===== src/rtl/flick_conditioner.sv =====
// Push-button conditioner: synchroniser, counter-based debounce FSM, clean level and press pulse.
// Define FLICK_CONDITIONER_AUTO_REPEAT_EN to make flick_pulse auto-repeat while the button is held.
module flick_conditioner #(
  parameter int unsigned SYNC_STAGES     = 2,
  parameter int unsigned DEBOUNCE_CYCLES = 16,
  parameter int unsigned CNT_W           = 8,
  parameter int unsigned HOLD_CYCLES     = 200,
  parameter int unsigned REPEAT_CYCLES   = 50
) (
  input  logic       clk,
  input  logic       reset_n,
  input  logic       btn_raw,
  output logic       flick,
  output logic       flick_pulse,
  output logic       btn_sync,
  output logic [1:0] state_o
);

  typedef enum logic [1:0] {
    StIdle        = 2'b00,
    StPressWait   = 2'b01,
    StPressed     = 2'b10,
    StReleaseWait = 2'b11
  } state_e;

  localparam logic [CNT_W-1:0] CntLast = CNT_W'(DEBOUNCE_CYCLES - 1);
  localparam logic [CNT_W-1:0] CntOne  = CNT_W'(1);

  if (SYNC_STAGES < 2 || SYNC_STAGES > 4) begin : g_bad_sync_stages
    $error("flick_conditioner: SYNC_STAGES must be in 2..4");
  end

  if (DEBOUNCE_CYCLES < 2 ||
      longint'(DEBOUNCE_CYCLES) >= (longint'(1) << CNT_W)) begin : g_bad_debounce
    $error("flick_conditioner: DEBOUNCE_CYCLES must be in 2..(2**CNT_W - 1)");
  end

  logic [SYNC_STAGES-1:0] sync_q;
  state_e                 state_q;
  logic [CNT_W-1:0]       cnt_q;
  logic                   flick_q;
  logic                   flick_pulse_q;

  always_ff @(posedge clk or negedge reset_n) begin
    if (!reset_n) begin
      sync_q <= '0;
    end else begin
      sync_q <= {sync_q[SYNC_STAGES-2:0], btn_raw};
    end
  end

  assign btn_sync = sync_q[SYNC_STAGES-1];

`ifdef FLICK_CONDITIONER_AUTO_REPEAT_EN
  localparam int unsigned RepMax = (HOLD_CYCLES > REPEAT_CYCLES) ? HOLD_CYCLES : REPEAT_CYCLES;
  localparam int unsigned RepW   = $clog2(RepMax + 1);

  if (HOLD_CYCLES < 1 || REPEAT_CYCLES < 1) begin : g_bad_repeat
    $error("flick_conditioner: HOLD_CYCLES and REPEAT_CYCLES must be at least 1");
  end

  logic [RepW-1:0] rep_cnt_q;
  logic            rep_hold_q;  // set once the initial hold delay has elapsed
  logic [RepW-1:0] rep_next;
  logic            rep_fire;

  assign rep_next = rep_cnt_q + RepW'(1);
  assign rep_fire = rep_hold_q ? (rep_next == RepW'(REPEAT_CYCLES))
                               : (rep_next == RepW'(HOLD_CYCLES));
`else
  if (HOLD_CYCLES == 0 && REPEAT_CYCLES == 0) begin : g_repeat_timing_unused
  end
`endif

  always_ff @(posedge clk or negedge reset_n) begin
    if (!reset_n) begin
      state_q       <= StIdle;
      cnt_q         <= '0;
      flick_q       <= 1'b0;
      flick_pulse_q <= 1'b0;
`ifdef FLICK_CONDITIONER_AUTO_REPEAT_EN
      rep_cnt_q     <= '0;
      rep_hold_q    <= 1'b0;
`endif
    end else begin
      flick_pulse_q <= 1'b0;
      unique case (state_q)
        StIdle: begin
          if (btn_sync) begin
            state_q <= StPressWait;
            cnt_q   <= CntOne;
          end
        end
        StPressWait: begin
          if (!btn_sync) begin
            state_q <= StIdle;
            cnt_q   <= '0;
          end else if (cnt_q == CntLast) begin
            state_q       <= StPressed;
            cnt_q         <= '0;
            flick_q       <= 1'b1;
            flick_pulse_q <= 1'b1;
          end else begin
            cnt_q <= cnt_q + CntOne;
          end
        end
        StPressed: begin
          if (!btn_sync) begin
            state_q <= StReleaseWait;
            cnt_q   <= CntOne;
          end
        end
        StReleaseWait: begin
          // A bounce back high returns to PRESSED silently; flick never dropped.
          if (btn_sync) begin
            state_q <= StPressed;
            cnt_q   <= '0;
          end else if (cnt_q == CntLast) begin
            state_q <= StIdle;
            cnt_q   <= '0;
            flick_q <= 1'b0;
          end else begin
            cnt_q <= cnt_q + CntOne;
          end
        end
      endcase
`ifdef FLICK_CONDITIONER_AUTO_REPEAT_EN
      if (state_q == StPressed && btn_sync) begin
        if (rep_fire) begin
          rep_cnt_q     <= '0;
          rep_hold_q    <= 1'b1;
          flick_pulse_q <= 1'b1;
        end else begin
          rep_cnt_q <= rep_next;
        end
      end else if (state_q == StIdle) begin
        rep_cnt_q  <= '0;
        rep_hold_q <= 1'b0;
      end
`endif
    end
  end

  assign flick       = flick_q;
  assign flick_pulse = flick_pulse_q;
  assign state_o     = state_q;

endmodule


===== config.mk =====
export PLATFORM = sky130hd
export DESIGN_NAME = flick_conditioner
export DESIGN_NICKNAME = d
export VERILOG_FILES = /design/src/rtl/flick_conditioner.sv
export SDC_FILE = /design/constraint.sdc
export NUM_CORES = 1
export LEC_CHECK = 0
export CORE_AREA = 4 4 42 44
export CTS_CLUSTER_DIAMETER = 80
export CTS_CLUSTER_SIZE = 14
export DETAILED_ROUTE_END_ITERATION = 6
export DIE_AREA = 0 0 46 48
export PLACE_DENSITY = 0.8
export SLEW_MARGIN = 20
export SYNTH_ARGS = -nofsm -noshare
export SYNTH_HDL_FRONTEND = slang
export SYNTH_SLANG_ARGS = --single-unit
export TNS_END_PERCENT = 5

===== constraint.sdc =====
create_clock -name clk -period 1.9 [get_ports clk]
set_input_delay 0.38 -clock clk [delete_from_list [all_inputs] [get_ports clk]]
set_output_delay 0.38 -clock clk [all_outputs]
set_load 0.02 [all_outputs]

=== Word-level counts from Yosys, hierarchy flattened ===
Cells that the tools add are included.
W data, S select, Z words.

* Input bits: 3
* Flip-flop bits (word level): 14
* Output and inout port bits: 5

* Muxes and demuxes: 21
* Equal/unequal tests: 12
* $add $sub $neg: 1
* Reductions and logical operators: 5

{| class="wikitable"
|+ Operators by type and width
! kind !! count
|-
| $mux W8 || 5
|-
| $pmux W8 S4 || 1
|-
| $mux W2 || 6
|-
| $ne A2 B2 Y1 const B || 6
|-
| $add A8 B1 Y8 const B || 1
|-
| $eq A8 B4 Y1 const B || 1
|-
| $pmux W2 S4 || 1
|-
| $mux W1 || 7
|-
| $ne A3 B3 Y1 const B || 2
|-
| $reduce_and A5 Y1 || 1
|-
| $eq A2 B2 Y1 const B || 2
|-
| $reduce_and A4 Y1 || 1
|-
| $eq A2 B1 Y1 const B || 1
|-
| $logic_not A2 Y1 || 1
|-
| $pmux W1 S2 || 1
|-
| $reduce_and A2 Y1 || 1
|-
| $reduce_bool A2 Y1 || 1
|}

=== Depth between registers and ports, before layout ===
* Depth after elaboration: 4
* Mapped depth: 6
* Gate-level depth less buffers: 5

=== Worst setup path before layout ===
Ideal clock, no wire load.

* Path type: register to register
* From: reg cnt_q[5]
* To: reg with a tool-made name
* Path buffers: 0
* Required time: 1,775 ps
* Stages on the path, launching flop included: 5
* Library setup time: 125 ps
* Path slack: 253 ps
* Arrival: 1,522 ps
* Path through: dfrtp_1 or4_4 o211ai_2 nand2_1 mux2_4

{| class="wikitable"
|+ RTL lines
! element !! line !! source
|-
| from (decl) || 40 || <nowiki>logic [CNT_W-1:0] cnt_q;</nowiki>
|-
| from (signal assigned) || 91 || <nowiki>cnt_q <= CntOne;</nowiki>
|-
| from (signal assigned) || 104 || <nowiki>cnt_q <= cnt_q + CntOne;</nowiki>
|-
| from (signal assigned) || 110 || <nowiki>cnt_q <= CntOne;</nowiki>
|}

=== Final worst setup path ===
* From: reg sync_q[1]
* To: out btn_sync

{| class="wikitable"
|+ RTL lines
! element !! line !! source
|-
| from (decl) || 38 || <nowiki>logic [SYNC_STAGES-1:0] sync_q;</nowiki>
|-
| from (signal assigned) || 48 || <nowiki>sync_q <= {sync_q[SYNC_STAGES-2:0], btn_raw};</nowiki>
|-
| to (decl) || 15 || <nowiki>output logic btn_sync,</nowiki>
|}

No word-level cell between the ends.

==> impl_metrics.yaml <==
outcome:
  status: "finished, final reports clean"
timing:
  finalSetupTns_ns: 0
  slew_headroom_pct: 60.38
  setup_viol: 0
  final_max_slew_viol_count: 0
  max_clock_freq_mhz: 572.4
  worst_slack_ns: 0.1529
  finalCritPeriodShare_pct: 91.95
  rsz0062_at_grt: "false"
  fin_skew_ns: 0.005441
  hold_violations: 0
  worst_pin_slew_ns: 0.5924
  fin_crit_ns: 1.747
worst_setup_path:
  crit_type: "flop to output pin"
  worst_setup_path_end_kind: "output pin"
  crit_slowest_cell: "clkdlybuf4s50_1"
  cp_top_family: "buffers and inverters"
  path_buf_inv: 1
  worstPathRequired_ns: 1.52
  arrival_ns: 1.37
  critPathMaxStageDelay_ns: 0.64
  crit_chain: "clkdlybuf4s50_1"
  cp-start-kind: "flop"
  crit_path_max_fanout: 6
clock_network:
  cts_buffers: 3
  clockBufferDepth: 2
  clk_latency_ns: 0.28
  cts_tree: "yes"
  cts.sinks: 14
  htree_levels: 1
  clkTransAtPathRegs_ns: 0.08
  root_buffer: "clkbuf_4"
power:
  swShare_pct: 36.47
  p_leak_nw: 0.4150
  power_density_nw_per_um2: 1268
  clockPowerShare_pct: 20.9
  power_mw: 1.015
  ir_worst_vdd_mv: 0.6490
  combPwrFrac_pct: 37.6
  power_switching_uw: 370.3
  p_seq_share_pct: 41.5
  p_int_uw: 645.0
logic_synthesis:
  yosysSeqAreaShare_pct: 52.04
  yosysMostFrequentCell: "dfrtp_1"
  ys_top_cells_by_count: "14 x dfrtp_1, 5 x a21o_1, 5 x o21ai_0"
  syn-cell-area_um2: 673.1
  syn_avg_cell_area_um2: 10.52
  synthArstFlopShare_pct: 100.0
  yosysWarnings: 0
  synth-edff-count: 0
  synth.top_cell.area_share_pct: 52.04
  synthCells: 64
  netlist-cell-type-count: 26
  synth_nets: 68
  synth_top_area_cell: "dfrtp_1"
  ys_seq_elements: 14
  ys.flop_type: "dfrtp_1"
  synth.area.top_cells: "dfrtp_1 52%, a21o_1 5.6%, o21ai_0 3.7%"
drt:
  drt_pass1_iterations: 4
  vias: 507
  via_per_inst: 5.571
  drtAntennaViolNets: 0
  totalWireLength_mm: 1.192
  route.detailed.drc: 0
  routedWlPerCell_um: 13.10
  drtIter0Drc: 9
floorplan:
  die_h_um: 48
  dieArea_um2: 2208
  initial_core_util_pct: 46.86
  pin_count: 8
  coreArea_um2: 1436
  dieWidth_um: 46
  rows: 14
place:
  place_area_um2: 762.0
  place_congestion: 0.8867
  port_buffers: 7
  hpwlAfterDp_um: 871.8
  pre_cts_slack_ns: 0.1825
cells_and_area:
  area.growth.synth_to_final_pct: 18.96
  diodes: 0
  fin_nets: 80
  fin_util_pct: 55.75
  stdcell_area_um2: 800.8
  layout-drive-gt1-share_pct: 14.67
global_route:
  grt_start_max_net_pins: 15
  grt_overflow_total: 0
  grt_pass1_vias: 524
  grt_antenna_before_repair: 0
  grt_use_total_pct: 13.84
  grt_pass1_wl_mm: 2.111
worst_hold_path:
  hp-class: "flop to flop"
run:
  cap_viol_max_count: 0
[state kept, by name, indices dropped and copies added (netlist names), named ones only]
signal / cells
flick_pulse: 1
flick: 1
cnt_q: 8
sync_q: 2
state_o: 1
[power groups by stage]
stage | clock, mW | sequential (mW) | combinational, mW
floorplan | 0 | 0.424 | 0.270
global placement | 0 | 0.423 | 0.369
detailed placement | 0 | 0.426 | 0.378
CTS | 0.217 | 0.421 | 0.384
global route | 0.240 | 0.434 | 0.421
finish | 0.212 | 0.422 | 0.382
[logic make-up (layout without fill, tap and decap cells)]
kind of cell	Yosys count	in the layout	share of synthesized area [%]
flip-flops	14	14	52.05
adder cells (fa/ha/maj)	1	1	1.858
buffers and inverters	4	15	3.531
AND/OR/NAND/NOR	23	23	20.08
multiplexers	1	1	2.230
AO/OA/AOI/OAI	19	19	17.66
XOR/XNOR	2	2	2.603
[per-stage QoR]
stage	hold WS, ns	instances
3_5_place_dp	0.3347	87
2_1_floorplan	0.08441	64
3_3_place_gp	0.3341	87
5_1_grt	0.3612	91
4_1_cts	0.3536	91
6_report	0.3518	91
[layout by cell type (no fill, tap or decap)]
cell and count:
nand4_1 1, or3_1 1, o21a_1 1, nor2_1 3, o211ai_2 1, nor4_1 1, buf_4 2, nor3_1 2
nor3b_1 3, clkdlybuf4s50_1 6, inv_1 2, a21o_1 5, dfrtp_1 14, dlymetal6s2s_1 1, nand3_1 3, mux2_4 1
nand2_1 3, clkbuf_4 3, o21ai_0 5, and3_1 3, and3_2 1, or4_4 1, a31oi_1 1, o21ai_1 4
or2b_2 1, a21oi_1 2, ha_1 1, xor2_1 2, clkbuf_8 1
[worst paths after layout]
check / from / endpoint / slack (ns) / cells after the start
worst max register to register: cnt_q[5] / cnt_q[7] / 0.17 / 5
max in group asynchronous: reset_n / cnt_q[5] / 1.05 / 1
worst max-delay path: sync_q[1] / btn_sync / 0.15 / 1
min in group asynchronous: reset_n / cnt_q[2] / 0.46 / 1
worst min register to register: sync_q[0] / sync_q[1] / 0.35 / 0
worst min-delay path: sync_q[0] / sync_q[1] / 0.35 / 0
[worst register-to-register path: stages (launching register included)]
cell and delay, ns:
dfrtp_1 0.42, or4_4 0.56, o211ai_2 0.17, buf_4 0.20, o21ai_0 0.10, a21o_1 0.18
[layer usage]
| metal | GRT usage [%] | vias up | part of all wire, % |
|---|---|---|---|
| li1 | - | 254 | - |
| met1 | 16.40 | 237 | 46 |
| met2 | 20.60 | 11 | 46 |
| met3 | 4.887 | 5 | 4.9 |
| met4 | 10.23 | 0 | 2.5 |
| met5 | 0 | - | 0 |
[timing repair]
item / in CTS / in global routing
endpoints found under the setup margin: 0 / 1
setup buffers: 0 / 0
hold buffers: 0 / 0
resized for setup: 0 / 1
[area by class of cell]
class                   instances  area [µm²]
clock buffers                   4       36.28
fillers                       127       635.6
inverters                       2       7.507
multi-input cells              46       299.0
flip-flops and latches         14       350.3
well taps                      16       20.02
repair buffers                  9       87.58
Power figures use the tool's default switching activity.
